<file path="config.mk">
export PLATFORM = sky130hd
export DESIGN_NAME = unified_mem_ctrl
export DESIGN_NICKNAME = d
export VERILOG_FILES = /design/src/rtl/umc_pkg.sv /design/src/rtl/mem_array_sp.sv /design/src/rtl/unified_mem_ctrl.sv
export SDC_FILE = /design/constraint.sdc
export NUM_CORES = 2
export LEC_CHECK = 0
export CAP_MARGIN = 10
export CORE_MARGIN = 3
export CORE_UTILIZATION = 55
export CTS_BUF_LIST = sky130_fd_sc_hd__clkbuf_16
export DETAILED_ROUTE_END_ITERATION = 10
export PLACE_DENSITY_LB_ADDON = 0.25
export SLEW_MARGIN = 5
export SYNTH_ARGS = -nofsm -noshare
export SYNTH_HDL_FRONTEND = slang
export SYNTH_SLANG_ARGS = --single-unit
</file>
<file path="constraint.sdc">
create_clock -name clk -period 15 [get_ports clk]
set_input_delay 3 -clock clk [delete_from_list [all_inputs] [get_ports clk]]
set_output_delay 3 -clock clk [all_outputs]
set_load 0.01 [all_outputs]
</file>
<file path="src/rtl/umc_pkg.sv">
// Shared types and helpers for the unified instruction/data memory controller.
// Imported by the controller top level.
package umc_pkg;

  typedef enum logic [1:0] {
    IDLE,
    FETCH,
    DREAD
  } state_e;

  function automatic int instr_w(input int bytes, input int w);
    return bytes * w;
  endfunction

endpackage

</file>
<file path="src/rtl/mem_array_sp.sv">
// Single-port synchronous RAM, one access per cycle, no reset.
// Read data holds its value until the next read.
module mem_array_sp #(
  parameter int DATA_W = 8,
  parameter int ADDR_W = 9
) (
  input  logic              clk,
  input  logic              en,
  input  logic              we,
  input  logic [ADDR_W-1:0] addr,
  input  logic [DATA_W-1:0] wdata,
  output logic [DATA_W-1:0] rdata
);

  localparam int DEPTH = 2 ** ADDR_W;

  logic [DATA_W-1:0] RAM [DEPTH];

  always_ff @(posedge clk) begin
    if (en) begin
      if (we) RAM[addr] <= wdata;
      else    rdata     <= RAM[addr];
    end
  end

endmodule

</file>
<file path="src/rtl/unified_mem_ctrl.sv">
// Arbitrated front end sharing one single-port array between loader,
// data port and a multi-byte instruction fetch port.
module unified_mem_ctrl
  import umc_pkg::*;
#(
  parameter int DATA_W      = 8,
  parameter int ADDR_W      = 9,
  parameter int INSTR_BYTES = 2
) (
  input  logic                                    clk,
  input  logic                                    rst_n,
  input  logic                                    if_req,
  input  logic [ADDR_W-1:0]                       if_addr,
  output logic                                    if_ready,
  output logic                                    if_valid,
  output logic [instr_w(INSTR_BYTES, DATA_W)-1:0] if_data,
  input  logic                                    d_req,
  input  logic                                    d_we,
  input  logic [ADDR_W-1:0]                       d_addr,
  input  logic [DATA_W-1:0]                       d_wdata,
  output logic                                    d_ready,
  output logic                                    d_valid,
  output logic [DATA_W-1:0]                       d_rdata,
  input  logic                                    ld_we,
  input  logic [ADDR_W-1:0]                       ld_addr,
  input  logic [DATA_W-1:0]                       ld_wdata,
  output logic                                    busy
);

  localparam int INSTR_W = instr_w(INSTR_BYTES, DATA_W);
  localparam int K_W     = $clog2(INSTR_BYTES + 1);
  localparam logic [K_W-1:0] K_LAST = K_W'(INSTR_BYTES);

  state_e             state_q, state_d;
  logic [K_W-1:0]     k_q, k_d;
  logic [ADDR_W-1:0]  base_q, base_d;
  logic [INSTR_W-1:0] asm_q, asm_d;
  logic               if_valid_q, if_valid_d;
  logic               d_valid_q, d_valid_d;
  logic [DATA_W-1:0]  d_rdata_q, d_rdata_d;

  logic               mem_en;
  logic               mem_we;
  logic [ADDR_W-1:0]  mem_addr;
  logic [DATA_W-1:0]  mem_wdata;
  logic [DATA_W-1:0]  mem_rdata;
  logic [K_W-1:0]     cap_sel;

  mem_array_sp #(
    .DATA_W (DATA_W),
    .ADDR_W (ADDR_W)
  ) u_ram (
    .clk   (clk),
    .en    (mem_en),
    .we    (mem_we),
    .addr  (mem_addr),
    .wdata (mem_wdata),
    .rdata (mem_rdata)
  );

  assign cap_sel = k_q - K_W'(1);

  always_comb begin
    state_d    = state_q;
    k_d        = k_q;
    base_d     = base_q;
    asm_d      = asm_q;
    if_valid_d = 1'b0;
    d_valid_d  = 1'b0;
    d_rdata_d  = d_rdata_q;
    if_ready   = 1'b0;
    d_ready    = 1'b0;
    mem_en     = ld_we;
    mem_we     = ld_we;
    mem_addr   = ld_addr;
    mem_wdata  = ld_wdata;

    unique case (state_q)
      IDLE: begin
        if (!ld_we && rst_n) begin
          d_ready  = d_req;
          if_ready = if_req & ~d_req;
          if (d_req) begin
            mem_en    = 1'b1;
            mem_we    = d_we;
            mem_addr  = d_addr;
            mem_wdata = d_wdata;
            if (!d_we) state_d = DREAD;
          end else if (if_req) begin
            mem_en   = 1'b1;
            mem_addr = if_addr;
            base_d   = if_addr;
            k_d      = K_W'(1);
            state_d  = FETCH;
          end
        end
      end
      FETCH: begin
        // Loader cycles freeze the fetch; read data stays held in the RAM.
        if (!ld_we) begin
          for (int i = 0; i < INSTR_BYTES; i++) begin
            if (cap_sel == K_W'(i))
              asm_d[i*DATA_W +: DATA_W] = mem_rdata;
          end
          if (k_q == K_LAST) begin
            state_d    = IDLE;
            if_valid_d = 1'b1;
            k_d        = '0;
          end else begin
            mem_en   = 1'b1;
            mem_addr = base_q + ADDR_W'(k_q);
            k_d      = k_q + K_W'(1);
          end
        end
      end
      DREAD: begin
        d_valid_d = 1'b1;
        d_rdata_d = mem_rdata;
        state_d   = IDLE;
      end
      default: state_d = IDLE;
    endcase
  end

  always_ff @(posedge clk or negedge rst_n) begin
    if (!rst_n) begin
      state_q    <= IDLE;
      k_q        <= '0;
      base_q     <= '0;
      asm_q      <= '0;
      if_valid_q <= 1'b0;
      d_valid_q  <= 1'b0;
      d_rdata_q  <= '0;
    end else begin
      state_q    <= state_d;
      k_q        <= k_d;
      base_q     <= base_d;
      asm_q      <= asm_d;
      if_valid_q <= if_valid_d;
      d_valid_q  <= d_valid_d;
      d_rdata_q  <= d_rdata_d;
    end
  end

  assign if_valid = if_valid_q;
  assign if_data  = asm_q;
  assign d_valid  = d_valid_q;
  assign d_rdata  = d_rdata_q;
  assign busy     = (state_q != IDLE);

endmodule

</file>
==> summary.md <==
| Metric | Value |
|---|---|
| Outcome | `completed` |
| Met1 GRT Util | `40.3%` |
| # fillers | `21111` |
| Final Skew | `0.0551 ns` |
| Max FO, Critical Path | `115` |
| Port buffer count | `77` |
| Clk_lat worst skew | `0.97 ns` |
| Total Nets Final | `10324` |
| Layout area overhead | `10.5%` |
| RSZ-0062 raised after global routing | `false` |
| WL/cell | `30.0 microns` |
| Yosys reg bits | `4143` |
| Final Wtd Congestion | `0.862` |
| Router iterations before antenna repair | `7` |
| Peak VDD IR | `0.198 mV` |
| Postcts setup bufs | `0` |
| CP Class | `in2reg` |
| Tmin final | `9.84 ns` |
| CTS Root Cell | `clkbuf_16` |
| IO Pins | `78` |
| First-pass GRT wire length | `636 mm` |
| Non-filler cells, final | `14542` |
| Die ar. | `304000 sq um` |
| Commonest non-fill, non-tap cell in the layout | `edfxtp_1` |
| Setup-failing EPs final | `0` |
| Reg clk slew, reported paths | `0.06 ns` |
| Gr busiest metal | `met2` |
| Post-synth net total | `10539` |
| Max-slew violations | `0` |
| TritonCTS Buffers | `407` |
| Static Leak | `58.8 nW` |
| Final hold vios | `0` |
| Grt ovf | `0` |
| Post-route ant nets | `0` |
| Post-synth EDFFs | `4104` |
| Normalized max-slew margin | `10.5%` |
| Hold path depth | `1` |
| CTS max path bufs | `4` |
| Most frequent cells in the layout | `edfxtp_1, a211oi_1, nand2_1, a21oi_1, mux2i_1` |
| Htree depth | `5` |
| Slowest-stage cell, CP | `a22oi_1` |
| Met3 usage | `5.55%` |
| Final worst-path cycle share | `65.6%` |
| Critical path's largest stage delay | `1.03 ns` |
| Starting DRC count in detailed routing | `13626` |
| Cts hold-fix bufs | `0` |
| Die X | `551 microns` |
| Async set-or-reset flop fraction in the synthesized netlist | `0.941%` |
| Crit. End Element | `flop` |
| Slew @ Worst Pin | `1.32 ns` |
| Grt met2 use | `43.1%` |
| Power Density | `191 nW/um^2` |
| Row cnt | `199` |
| Max-cap violations | `0` |
| Mapped Avg Cell Area | `15.6 sq um` |
| CTS tree | `yes` |
| Drt via density | `6.68` |
| Peak Freq | `0.102 GHz` |
| Antenna violations before repair | `13` |
| Final WL | `437 mm` |
| Number of global-route vias before repair | `93478` |
| Critical Path Start Type | `input pin` |
| PostCTS Resize Cnt | `0` |
| Sequential cell area | `124000 sq um` |
| CP most frequent cell | `nand4_1` |
| Post-synthesis cell count | `10487` |
| Synth Flop Type | `edfxtp_1` |
| Largest net degree at the start of global routing | `189` |
| Total global-route track usage | `28.1%` |
| R2r worst-path depth | `12` |
| CP arrival | `10.47 ns` |
| Critical path required time | `15.63 ns` |
| Post-route DRC | `0` |
| CP Cell Sequence | `buf_2 > nand2b_1 > a211oi_1 > a221o_4 > and2_4 > buf_4 > buf_12 > mux2i_1 > a221oi_1 > o41ai_1 > nand4_1 > a22oi_1 > nand4_1` |
| Synth cell types | `58` |
| Core footprint | `295000 sq um` |
| Post-DP HPWL | `240 mm` |
| Synthesis Warnings | `0` |
| Multi-input gate area | `35900 sq um` |
| Die H | `551 microns` |
| Sink Count | `4143` |
| Initial Utilization | `55.4%` |
| Fraction of final layout cells sized beyond drive strength 1 | `7.59%` |
| Placed cell count | `13781` |
| Post-synthesis cell area | `163000 sq um` |
| Worst Hold Class | `reg2reg` |
| Setup TNS | `0 ns` |
| Vias | `97130` |
| Seq/Total Area, Yosys | `76.1%` |
==> state kept, by name, indices dropped and copies added (netlist names) <==
register / flops
d_rdata: 8
base_q: 9
d_valid: 1
k_q: 2
u_ram.rdata: 8
state_q: 2
u_ram.RAM: 4096
if_valid: 1
if_data: 16
==> critical path, delay by kind of cell <==
kind                   cells  cell delay (ns)
AND/OR/NAND/NOR            4             1.89
buffers and inverters      3             1.95
multiplexers               1             0.26
AO/OA/AOI/OAI              5             3.11
==> worst paths after layout <==
check / startpoint / to / slack, ns
worst min-delay path: if_data[3] / if_data[3] / 0.51
max in group asynchronous: rst_n / k_q[0] / 12.17
worst min register to register: if_data[3] / if_data[3] / 0.51
worst max register to register: state_q[1] / u_ram.rdata[1] / 7.45
min in group asynchronous: rst_n / if_data[10] / 2.24
worst max-delay path: rst_n / u_ram.rdata[1] / 5.16
==> routing by layer <==
layer | up-vias | wire length (microns)
li1 | 41495 | -
met1 | 49277 | 173000
met2 | 5508 | 202000
met3 | 850 | 44600
met4 | 0 | 17300
met5 | - | 0
==> per-stage QoR <==
stage               total power, mW  util (%)  area, sq um  setup WS [ns]  hold WS (ns)
detailed placement             24.6      56.8       167000           4.45         0.488
global route                   35.7      61.2       180000           4.91         0.525
global placement               24.4      56.8       167000           4.57         0.490
CTS                            34.4      61.2       180000           5.44         0.512
finish                         34.5      61.2       180000           5.16         0.508
floorplan                      20.7         -       163000           6.45         0.450
==> report_power, final <==
group,switching [mW],internal [mW]
registers,0.0850,13.0
clock network,4.34,5.57
logic,8.25,3.22
==> kinds of logic after synthesis <==
| logic type | synth area share (%) |
|---|---|
| adders and majority gates | 0.0276 |
| DFF | 76.1 |
| xor gates and xnor gates | 0.0214 |
| muxes | 4.93 |
| AOI/OAI and AO/OA | 11.2 |
| and+or+nand+nor | 5.59 |
| buffers and inverters | 2.21 |
==> cell usage after synthesis, types with 2 or more instances <==
| cell type | count | area [sq um] |
|---|---|---|
| o21ai_0 | 12 | 60.1 |
| buf_2 | 127 | 636 |
| nor2_1 | 523 | 1960 |
| nand3_1 | 2 | 10.0 |
| a21oi_1 | 782 | 3910 |
| buf_4 | 22 | 165 |
| mux2_2 | 32 | 360 |
| a22oi_1 | 36 | 270 |
| and3_1 | 518 | 3240 |
| xnor2_1 | 4 | 35.0 |
| nand4_1 | 75 | 469 |
| buf_6 | 9 | 101 |
| or2_2 | 2 | 12.5 |
| buf_1 | 33 | 124 |
| o21a_1 | 3 | 22.5 |
| o221ai_1 | 2 | 17.5 |
| mux2i_1 | 768 | 7690 |
| nand2_1 | 850 | 3190 |
| a211oi_1 | 1025 | 7690 |
| a221o_1 | 2 | 20.0 |
| a221oi_1 | 256 | 2240 |
| nand2b_1 | 4 | 25.0 |
| nor3_1 | 13 | 65.1 |
| ha_1 | 2 | 25.0 |
| clkbuf_1 | 674 | 2530 |
| or3_1 | 3 | 18.8 |
| inv_1 | 13 | 48.8 |
| edfxtp_1 | 4104 | 123000 |
| o22ai_1 | 256 | 1600 |
| o21ai_1 | 3 | 15.0 |
| o41ai_1 | 256 | 2240 |
| dfrtp_1 | 39 | 976 |
| nor2b_1 | 9 | 56.3 |
| a21o_1 | 4 | 30.0 |
==> layout make-up <==
class | count | area share [%]
antenna | 7 | 0.00971
clock buffer | 414 | 5.74
clock inverter | 339 | 1.44
inverter | 14 | 0.0291
multi-input combinational | 5465 | 19.9
sequential | 4143 | 68.8
tap | 3919 | 2.72
timing repair buffer | 241 | 1.33
No activity file was read; power rests on OpenSTA's default activity.
